<file path="config.mk">
export PLATFORM = sky130hd
export DESIGN_NAME = if_stage_flat
export DESIGN_NICKNAME = d
export VERILOG_FILES = /design/src/rtl/if_stage_if.sv /design/src/rtl/if_stage.sv /design/src/flat_wrapper.sv
export SDC_FILE = /design/constraint.sdc
export NUM_CORES = 1
export LEC_CHECK = 0
export ABC_CLOCK_PERIOD_IN_PS = 8200
export CORE_MARGIN = 2
export CORE_UTILIZATION = 52
export CTS_CLUSTER_DIAMETER = 100
export CTS_CLUSTER_SIZE = 24
export DETAILED_ROUTE_END_ITERATION = 7
export GPL_ROUTABILITY_DRIVEN = 1
export PLACE_DENSITY = 0.92
export SYNTH_ARGS = -nofsm -noshare
export SYNTH_HDL_FRONTEND = slang
export SYNTH_SLANG_ARGS = --single-unit
</file>
<file path="constraint.sdc">
create_clock -name clk -period 8.2 [get_ports clk]
set_input_delay 1.64 -clock clk [delete_from_list [all_inputs] [get_ports clk]]
set_output_delay 1.64 -clock clk [all_outputs]
set_load 0.02 [all_outputs]
</file>
<file path="src/rtl/if_stage_if.sv">
// Bundle of the IF stage's control, IM and IF/ID signals.
// The slave modport is the fetch stage; the master modport is ID, hazard unit and IM.
interface if_stage_if #(
  parameter int IM_AW = 10
);
  logic             stall;
  logic             flush;
  logic [1:0]       npc_sel;
  logic             br_taken;
  logic [15:0]      br_imm16;
  logic [25:0]      j_index;
  logic [31:0]      jr_target;
  logic [IM_AW-1:0] imem_addr;
  logic [31:0]      imem_instr;
  logic [31:0]      pc;
  logic [31:0]      id_instr;
  logic [31:0]      id_pc;
  logic [31:0]      id_pc8;
  logic             id_valid;
  logic             fetch_err;

  modport slave (
    input  stall, flush, npc_sel, br_taken, br_imm16, j_index, jr_target, imem_instr,
    output imem_addr, pc, id_instr, id_pc, id_pc8, id_valid, fetch_err
  );

  modport master (
    output stall, flush, npc_sel, br_taken, br_imm16, j_index, jr_target, imem_instr,
    input  imem_addr, pc, id_instr, id_pc, id_pc8, id_valid, fetch_err
  );
endinterface

</file>
<file path="src/rtl/if_stage.sv">
// MIPS instruction-fetch stage: PC register, next-PC selection and the IF/ID register.
// Branch and jump targets are formed from the delay-slot PC (id_pc + 4).
module if_stage #(
  parameter logic [31:0] PC_RESET = 32'h0000_3000,
  parameter logic [31:0] EXC_VEC  = 32'h0000_4180,
  parameter int          IM_AW    = 10
) (
  input  logic     clk,
  input  logic     rst_n,
  if_stage_if.slave bus
);

  localparam logic [31:0] PC_END = PC_RESET + (32'd4 << IM_AW);

  typedef enum logic [1:0] {
    NPC_SEQ = 2'b00,
    NPC_BR  = 2'b01,
    NPC_J   = 2'b10,
    NPC_JR  = 2'b11
  } npc_sel_e;

  function automatic logic [31:0] f_branch_target(input logic [31:0] id_pc4,
                                                  input logic [15:0] imm);
    return id_pc4 + {{14{imm[15]}}, imm, 2'b00};
  endfunction

  function automatic logic [31:0] f_jump_target(input logic [31:0] id_pc4,
                                                input logic [25:0] idx);
    return {id_pc4[31:28], idx, 2'b00};
  endfunction

  function automatic logic f_fetch_err(input logic [31:0] pc);
    return (pc[1:0] != 2'b00) || (pc < PC_RESET) || (pc >= PC_END);
  endfunction

  logic [31:0] r_pc;
  logic [31:0] r_id_instr;
  logic [31:0] r_id_pc;
  logic        r_id_valid;

  logic [31:0] w_pc_off;
  logic [31:0] w_pc4;
  logic [31:0] w_id_pc4;
  logic [31:0] w_npc;
  logic        w_fetch_err;
  npc_sel_e    w_sel;

  assign w_pc_off    = r_pc - PC_RESET;
  assign w_pc4       = r_pc + 32'd4;
  assign w_id_pc4    = r_id_pc + 32'd4;
  assign w_fetch_err = f_fetch_err(r_pc);
  assign w_sel       = npc_sel_e'(bus.npc_sel);

  always_comb begin
    w_npc = w_pc4;
    unique case (w_sel)
      NPC_SEQ: w_npc = w_pc4;
      NPC_BR:  w_npc = bus.br_taken ? f_branch_target(w_id_pc4, bus.br_imm16) : w_pc4;
      NPC_J:   w_npc = f_jump_target(w_id_pc4, bus.j_index);
      NPC_JR:  w_npc = bus.jr_target;
      default: w_npc = w_pc4;
    endcase
  end

  // Flush outranks stall; a faulting fetch turns into a bubble tagged with its PC.
  always_ff @(posedge clk or negedge rst_n) begin
    if (!rst_n) begin
      r_pc       <= PC_RESET;
      r_id_instr <= 32'd0;
      r_id_pc    <= PC_RESET;
      r_id_valid <= 1'b0;
    end else if (bus.flush) begin
      r_pc       <= EXC_VEC;
      r_id_instr <= 32'd0;
      r_id_pc    <= r_pc;
      r_id_valid <= 1'b0;
    end else if (!bus.stall) begin
      r_pc    <= w_npc;
      r_id_pc <= r_pc;
      if (w_fetch_err) begin
        r_id_instr <= 32'd0;
        r_id_valid <= 1'b0;
      end else begin
        r_id_instr <= bus.imem_instr;
        r_id_valid <= 1'b1;
      end
    end
  end

  assign bus.imem_addr = w_pc_off[IM_AW+1:2];
  assign bus.pc        = r_pc;
  assign bus.id_instr  = r_id_instr;
  assign bus.id_pc     = r_id_pc;
  assign bus.id_pc8    = r_id_pc + 32'd8;
  assign bus.id_valid  = r_id_valid;
  assign bus.fetch_err = w_fetch_err;

endmodule
</file>
<file path="src/flat_wrapper.sv">
// flat-port wrapper written by rule: the top's interface ports become plain ports
module if_stage_flat 
#(
  parameter logic [31:0] PC_RESET = 32'h0000_3000,
  parameter logic [31:0] EXC_VEC  = 32'h0000_4180,
  parameter int          IM_AW    = 10
)
  (clk, rst_n, bus_stall, bus_flush, bus_npc_sel, bus_br_taken, bus_br_imm16, bus_j_index, bus_jr_target, bus_imem_instr, bus_imem_addr, bus_pc, bus_id_instr, bus_id_pc, bus_id_pc8, bus_id_valid, bus_fetch_err);
  if_stage_if #(.IM_AW(IM_AW)) bus_i ();
  input  logic clk;
  input  logic rst_n;
  input wire logic [$bits(bus_i.stall)-1:0] bus_stall;
  input wire logic [$bits(bus_i.flush)-1:0] bus_flush;
  input wire logic [$bits(bus_i.npc_sel)-1:0] bus_npc_sel;
  input wire logic [$bits(bus_i.br_taken)-1:0] bus_br_taken;
  input wire logic [$bits(bus_i.br_imm16)-1:0] bus_br_imm16;
  input wire logic [$bits(bus_i.j_index)-1:0] bus_j_index;
  input wire logic [$bits(bus_i.jr_target)-1:0] bus_jr_target;
  input wire logic [$bits(bus_i.imem_instr)-1:0] bus_imem_instr;
  output wire logic [$bits(bus_i.imem_addr)-1:0] bus_imem_addr;
  output wire logic [$bits(bus_i.pc)-1:0] bus_pc;
  output wire logic [$bits(bus_i.id_instr)-1:0] bus_id_instr;
  output wire logic [$bits(bus_i.id_pc)-1:0] bus_id_pc;
  output wire logic [$bits(bus_i.id_pc8)-1:0] bus_id_pc8;
  output wire logic [$bits(bus_i.id_valid)-1:0] bus_id_valid;
  output wire logic [$bits(bus_i.fetch_err)-1:0] bus_fetch_err;
  assign bus_i.stall = bus_stall;
  assign bus_i.flush = bus_flush;
  assign bus_i.npc_sel = bus_npc_sel;
  assign bus_i.br_taken = bus_br_taken;
  assign bus_i.br_imm16 = bus_br_imm16;
  assign bus_i.j_index = bus_j_index;
  assign bus_i.jr_target = bus_jr_target;
  assign bus_i.imem_instr = bus_imem_instr;
  assign bus_imem_addr = bus_i.imem_addr;
  assign bus_pc = bus_i.pc;
  assign bus_id_instr = bus_i.id_instr;
  assign bus_id_pc = bus_i.id_pc;
  assign bus_id_pc8 = bus_i.id_pc8;
  assign bus_id_valid = bus_i.id_valid;
  assign bus_fetch_err = bus_i.fetch_err;
  if_stage #(.PC_RESET(PC_RESET), .EXC_VEC(EXC_VEC), .IM_AW(IM_AW)) u_core (.clk(clk), .rst_n(rst_n), .bus(bus_i));
endmodule
</file>
==> reports/results.txt, run 1 <==
Of the total synthesized cell area, the portion taken by XOR and XNOR cells is 10.19%. By area, the combinational part of the netlist is dominated by compound AO/OA/AOI/OAI gates. After global routing the overflow that remains totals 0. The run gives 8,470 as the number of global-route vias before repair. The die covers 0.01687 mm^2. On the final layout, the worst clock skew is 11.69 ps. In this run the remaining antenna-violating nets after routing total 0.

The run gives 6560 ps as the required time at the worst-slack endpoint. For this block, the via count after detailed routing is 8,788. 253 I/O pins were placed. The number of flip-flops and latches in the synthesized netlist came out at 97. The per-cell via count in the routed design is 6.268, and the area growth from synthesis to layout is 34.23%. Setup repair after global routing left no endpoint under its margin. The proportion of synthesized flip-flops having asynchronous set or reset was 100.0%; the multiplexer share of the synthesized area was 6.105%. The core area is 0.01566 mm^2, and the number of enable flip-flop cells after synthesis is 0.

The run gives 3350 ps as the data arrival time of the critical path. After Yosys synthesis, full adders, half adders and majority gates account for 5.862% of the synthesized area. Max-cap violations in this run came to 0. The critical path startpoint category was a flop. The first global-routing pass estimated 46,280 um of wire. The run gives 52.63% as the starting density of the core. For this run, the register share of the synthesized area comes to 29.52%. In this run, post-CTS hold repair placed 0 buffers. TritonCTS built the clock tree.

The number of max-slew violations in the final report is 0. Global routing used 35.56% of the available tracks. The die is 129.9 um tall. Entering global routing, the biggest net connects 55 pins. The post-cts repair resize count was 0; the estimated wirelength of the detail-placed design was 22,310 um. The net count of the finished layout is 1,332. For this design the ratio of total power to cell area is 146.4 mW/mm^2. The cell count after synthesis was 986; the iteration-0 DRC count of the detailed router was 1,041. Measured against its own limit, the worst slew margin works out to 35.99%.

The average detailed-routed wire length per instance was 21.62 um; the largest voltage drop on the vdd net was 0.1035 mV. The most used flip-flop cell after synthesis is dfrtp_1. The number of failing hold endpoints at the final stage is 0. The H-tree generated during clock tree synthesis spans 3 levels. During placement, the flow inserted port buffers numbering 252.

For the pin with the worst max-slew slack, the measured transition is 956.6 ps. The tools report the setup slack on the worst flop-to-flop path as 3740 ps. The run gives 1,386 as the number of placed instances, taps included. The time the worst path needs with I/O delays and setup came out at 4991 ps. Registers take 0.002432 mm^2. The number of diodes is 0, and the number of clock sinks seen by CTS is 97.

The floorplan has 46 rows. The area fraction in and, or, nand and nor cells after synthesis was 20.50%. For the worst-skew pair, the clock arrives at the later sink with an insertion delay of 380 ps. The maximum fanout along the worst path is 8.

Once layout is complete, the cells apart from fillers number 1,402. The tools report the cell at the root of the clock tree as clkbuf_16. After routing, the total negative slack on setup checks comes to 0 ps. The initial antenna violation count was 0. The tools report the DRC violation count after routing as 0.

Clock-pin slew was measured on the worst setup and hold paths at 90 ps. The count of warnings emitted by yosys was 0. The run finished with clean final reports. STA classifies the critical path endpoint as a primary output. Routability-driven placement finished with a final weighted congestion of 0.9905. In the final layout, the multi-input gates occupy 0.005390 mm^2.

The share of final-layout standard cells stronger than drive strength 1 is 7.420%, and the post-synthesis instance area is 0.008239 mm^2. Counting the fill cells in the layout gives 1,270. The start-to-end type of the worst setup path was flop to primary output. The design draws 0.001619 W. For this block, the routed nets add up to 30,310 um of wire. Summing the areas of all compound-gate instances in the mapped netlist gives 22.64% of the synthesized area. The number of nets handed over by synthesis was 1,137.

The run gives 0 as the post-CTS setup buffer count. In this run the static leakage power is 4.601 nW. Number of buffers inserted during clock tree synthesis: 9. Setup violations remaining at the end of the flow were counted as 0.

The run gives 200.4 MHz as the maximum achievable frequency. The die width is 129.9 um, and the post-route fraction of the period consumed by the critical path is 60.86%. Worst hold path class: flop to flop. Synthesis instantiated 73 different standard cells from the library.

Counting along the longest clock path gives a buffer depth of 2. The total iterations of the first detailed-routing run is 6, and the mean instance size in the synthesized netlist is 8.356 um^2.
## routing by layer
| layer | routed length (um) | track usage (%) | part of all wire, % |
|---|---|---|---|
| met1 | 12010 | 46.70 | 40 |
| met5 | 0 | 0 | 0 |
| met2 | 14180 | 57.25 | 47 |
| met3 | 2975 | 7.093 | 9.8 |
| met4 | 1144 | 15.31 | 3.8 |
## synthesized netlist by cell type (11+ instances only)
| cell | n | area (um^2) |
|---|---|---|
| dfrtp_1 | 93 | 2327 |
| nor3_1 | 16 | 80.08 |
| a21oi_1 | 68 | 340.3 |
| inv_1 | 17 | 63.81 |
| a22o_1 | 36 | 315.3 |
| nand3_1 | 39 | 195.2 |
| o21ai_0 | 61 | 305.3 |
| clkbuf_1 | 49 | 183.9 |
| nand2b_1 | 11 | 68.82 |
| a211oi_1 | 22 | 165.2 |
| nand2_1 | 94 | 352.8 |
| a21o_1 | 26 | 195.2 |
| mux2_2 | 33 | 371.6 |
| nor2_1 | 87 | 326.6 |
| mux2i_1 | 12 | 120.1 |
| xor2_1 | 40 | 350.3 |
| nand4_1 | 23 | 143.9 |
| ha_1 | 37 | 462.9 |
| xnor2_1 | 54 | 473.0 |
| buf_4 | 14 | 105.1 |
## critical path, cell delays in order, from the launching register on
cell and delay (ps):
dfrtp_1 480, ha_1 290, nand3_2 200, nor4_4 510, and2_1 470, nand3_1 160
xnor2_1 200, clkdlybuf4s50_1 660
## final cells by class
class	instances	area share (%)
Clock buffer	9	2.036
Timing Repair Buffer	262	23.42
Multi-Input combinational cell	793	48.74
Tap cell	216	2.444
Sequential cell	97	21.99
Inverter	18	0.6109
Clock inverter	7	0.7580
## kinds of logic (layout without fill, tap and decap cells)
group	Yosys count	after routing
compound gates	282	282
xor+xnor	95	95
fa+ha+maj	38	38
buf+inv	96	296
flops	97	97
mux	46	46
simple gates	332	332
## registers in the layout (all words and copies together), names as in the netlist
signal and count:
u_core.bus.id_instr 32, u_core.bus.id_pc 32, u_core.bus.pc 32, u_core.bus.id_valid 1
## metrics by stage
step	worst slack, ps	hold slack (ps)	util [%]	instance area [um^2]
final	3209	481.0	70.64	11060
after global routing	2978	511.2	70.64	11060
after CTS	3231	483.9	70.64	11060
after detailed placement	3210	469.6	68.67	10750
after global placement	3254	457.9	68.67	10750
after floorplan	4377	531.6	-	8239
## placed cells by master, fill, tap and decap left out, types with 4 or more instances in the layout
cell and count:
a221oi_1 6, nand2_1 94, a21oi_1 68, nand4_1 23, clkdlybuf4s50_1 250, dfrtp_1 93
a31oi_1 6, and2_1 8, o31ai_1 4, nor2b_1 4, nand2b_1 11, mux2i_1 12
a22oi_1 4, xnor2_1 54, a211oi_1 22, nor2_1 85, a21o_1 26, a22o_1 36
mux2_2 33, o221ai_1 5, ha_1 37, and4_1 9, and3_1 8, nand3_1 39
nor4_1 5, buf_4 11, xor2_1 40, o21ai_0 61, dfstp_2 4, inv_1 17
o211ai_1 8, or2_2 4, o22ai_1 5, nor3_1 16, clkbuf_16 9, o21a_1 7
## final timing paths
check,startpoint,to,cells past startpoint
max,u_core.bus.id_pc[4],bus_id_pc8[25],7
min,u_core.bus.id_valid,u_core.bus.id_valid,1
max reg2reg,u_core.bus.id_pc[4],u_core.bus.pc[29],14
min reg2reg,u_core.bus.id_valid,u_core.bus.id_valid,1
max in group asynchronous,rst_n,u_core.bus.pc[20],2
min in group asynchronous,rst_n,u_core.bus.id_pc[4],1
## power by group
part | switching (W) | internal, W
Sequential | 0.0000702 | 0.000505
Combinational | 0.000316 | 0.000266
Clock | 0.000242 | 0.000220
Total | 0.000628 | 0.000991
Note: power is estimated with default switching activity, not from simulation.
==> inputs of run 2 (changes only) <==
Settings changed: ABC_CLOCK_PERIOD_IN_PS 8200 to 4470, CORE_UTILIZATION 52 to 44, PLACE_DENSITY 0.92 to 0.83.
Clock period 8.2 ns to 4.47 ns, I/O delays scaled along.
==> run 2 against run 1 <==
  * Worst setup slack got worse by 3000 ps
  * Global-route usage fell by 6.2 points
  * Combinational power rose by 84%
  * Clock-buffer cell count is the same
  * Hold slack gained 30 ps
  * Non-clock buffer count increased by 9
  * Cell count up 1.9%
  * Die area rose by 18%
  * Register-to-register slack lost 3400 ps
  * First-iteration DRC count is 16% lower
  * Largest cell class unchanged
==> reports/results.txt, run 2 (synthesized netlist as in run 1, its figures left out) <==
Internal power consumption: 0.001826 W (was 0.0009909 W). The number of rows created at floorplan came out at 50 (was 46). The share of final-layout standard cells stronger than drive strength 1 was 8.201% (was 7.420%); the overall global routing resource usage was 29.39% (was 35.56%). The part of the total power dissipated in combinational logic was 36.4% (was 35.9%).

The count of filler cells inserted in the layout was 1,612 (was 1,270); the post-route fraction of the period consumed by the critical path was 94.54%. The final global-route overflow total is 0 (unchanged). Via total after detailed routing: 8,608 (was 8,788). Worst hold path class: flop to flop (unchanged). Number of maximum-capacitance constraint violations: 0 (unchanged). The data arrival time of the critical path is 3330 ps (was 3350 ps), and the number of nets at the end of the flow is 1,341 (was 1,332). Setup repair after global routing left no endpoint under its margin. The clock-pin slew on the worst setup and hold paths works out to 90 ps (about the same). The tools report the startpoint of the most critical hold path as u_core.bus.id_instr[5] (was u_core.bus.id_valid).

The required time at the worst-slack endpoint came out at 3580 ps (was 6560 ps). Number of primary I/O pins: 253 (unchanged). Number of global-route vias before repair: 8,289 (was 8,470).

The remaining number of nets flagged by the antenna check after routing is 0 (unchanged). The tools report the startpoint of the most critical register-to-register path as u_core.bus.id_pc[12] (was u_core.bus.id_pc[4]). The logs give 44.49% (was 52.63%) for the starting density of the core and 97 (unchanged) for the number of clock sinks seen by CTS. The largest voltage drop on the vdd net was 0.1909 mV (was 0.1035 mV).

The net switching share of the total power is 38.09% (was 38.79%). The average detailed-routed wire length per instance came out at 20.54 um (was 21.62 um). The core area came out at 0.01852 mm^2 (was 0.01566 mm^2). The run gives 22,460 um (was 22,310 um) as the estimated wirelength of the detail-placed design.

For the final worst slack, the log shows 244.3 ps (was 3209 ps). TritonCTS built the clock tree. The aggregate routed wire length is 29,350 um (was 30,310 um), and the total power after layout is 0.002950 W (was 0.001619 W). Commonest non-fill, non-tap cell in the layout: clkdlybuf4s50_1 (unchanged). The number of buffers inserted during clock tree synthesis is 9 (unchanged). The tightest slew margin relative to the limit came out at 40.91% (was 35.99%).

The slew at the pin closest to its max-slew limit is 883.0 ps (was 956.6 ps). The total iterations of the first detailed-routing run is 5 (was 6), and the time the worst path needs with I/O delays and setup is 4226 ps. The tools report the global-route wire length before repair as 46,020 um (was 46,280 um).

The maximum fanout along the worst path came out at 9 (was 8). End of the worst hold path: u_core.bus.id_instr[5] (was u_core.bus.id_valid). The number of buffers on the longest clock path is 2 (unchanged), and the post-cts repair resize count is 0 (unchanged).

Critical path startpoint category: a flop (unchanged). The relative contribution of sequential cells to total power was 35.4% (was 35.5%). The post-CTS setup buffer count is 0 (unchanged). The die width works out to 140.8 um (was 129.9 um). Leading cell types in the layout, fill and taps excluded: clkdlybuf4s50_1 (249), nand2_1 (94), dfrtp_1 (93) (was clkdlybuf4s50_1 (250), nand2_1 (94), dfrtp_1 (93)). Number of max-slew violations in the final report: 0 (unchanged).

The cell depth of the worst hold path is 1 (unchanged). The power density over the cells works out to 264.6 mW/mm^2 (was 146.4 mW/mm^2). The number of diodes was 0 (unchanged); the area growth from synthesis to layout was 35.32% (was 34.23%). The initial antenna violation count is 0 (unchanged), and the post-layout utilization of the core is 60.21% (was 70.64%). The largest net degree at the start of global routing came out at 65 (was 55).

For the post-cts hold buffer count, the log shows 0 (unchanged). The tools report the static leakage as 4.648 nW (was 4.601 nW). The number of buffer cells added on primary ports is 252 (unchanged). The tools report the end of the worst register-to-register path as u_core.bus.pc[29] (unchanged). The total negative setup slack was 0 ps (unchanged); the number of failing hold endpoints at the final stage was 0 (unchanged). The worst hold margin was 510.6 ps (was 481.0 ps); the pre-CTS worst setup slack was 311.0 ps (was 3210 ps). The tools report the critical path endpoint category as a primary output (unchanged). For the net load switching power, the log shows 0.001124 W (was 0.0006280 W).

The tools report the clock insertion delay at the later pin of the skew report as 360 ps (was 380 ps). Total of endpoints with negative setup slack in the final report: 0 (unchanged). The cell at the root of the clock tree was clkbuf_16 (unchanged).

The setup slack on the worst flop-to-flop path was 350 ps (was 3740 ps); the number of cells on the worst reg-to-reg path was 13 (was 14). Timing would allow up to 236.6 MHz. The logs give 0.01984 mm^2 (was 0.01687 mm^2) for the floorplan die area and 0 (unchanged) for the DRC violation count after routing. The worst setup skew after layout came out at 10.97 ps (was 11.69 ps). The flow ran to the end, and the final reports show no timing, DRC or antenna violations. The routability congestion estimate was 0.9466 (was 0.9905); the fraction of power consumed by the clock network was 28.2% (was 28.5%).

Chip height: 140.8 um (was 129.9 um). The per-cell via count in the routed design works out to 6.024 (was 6.268). The start-to-end type of the worst setup path is flop to primary output (unchanged). Count of H-tree levels built during CTS: 3 (unchanged). The iteration-0 DRC count of the detailed router was 877 (was 1,041).
run 2: cell count changes in the layout (fill, tap and decap cells not counted), sizes merged:
cell,before,now
clkinv,5,4
clkdlybuf4s50,250,249
buf,12,22
inv,20,21
run 2: how the worst max path moves through the flow:
stage,to,cells after the start,startpoint,slack [ps]
final,bus_id_pc8[30],8,u_core.bus.id_pc[5],240
after global routing,u_core.bus.pc[22],15,u_core.bus.id_pc[3],60
after CTS,bus_id_pc8[30],8,u_core.bus.id_pc[5],240
after detailed placement,u_core.bus.pc[29],14,u_core.bus.id_pc[3],310
after global placement,u_core.bus.pc[29],14,u_core.bus.id_pc[4],420
after floorplan,u_core.bus.pc[29],17,u_core.bus.id_pc[5],740
run 2: cell type report:
class | count | area (um^2) | area share, %
multi-input combinational | 793 | 5390 | 48.34
timing repair buffer | 271 | 2653 | 23.79
sequential | 97 | 2432 | 21.82
tap | 234 | 292.8 | 2.626
clock buffer | 9 | 225.2 | 2.020
clock inverter | 7 | 88.84 | 0.7968
inverter | 18 | 67.56 | 0.6060
run 2: metal layers:
layer | up-vias | GRT usage, % | share of wire, %
met4 | 0 | 10.53 | 3.2
met2 | 456 | 48.91 | 47
met1 | 4102 | 38.86 | 41
met5 | - | 0 | 0
met3 | 70 | 4.721 | 8.6
li1 | 3980 | - | -
run 2: power by group through the flow:
stage	registers [W]	clock network, W	logic (W)
6_report	0.00105	0.000832	0.00107
5_1_grt	0.00105	0.000870	0.00115
4_1_cts	0.00104	0.000837	0.00106
3_5_place_dp	0.00106	0	0.00105
3_3_place_gp	0.00106	0	0.00104
2_1_floorplan	0.00107	0	0.000585
run 2: through the flow:
step | cells | instance area, um^2
after floorplan | 986 | 8239
after global placement | 1413 | 10840
after detailed placement | 1413 | 10840
after CTS | 1429 | 11150
after global routing | 1429 | 11150
final | 1429 | 11150
run 2: worst max-delay path: stages (launching register included):
cell             delay, ps
dfrtp_1                520
and4_1                 270
nand2_1                240
nor2_1                 400
nand3_1                290
nor2_1                 320
nand3_1                150
xnor2_1                150
clkdlybuf4s50_1        630
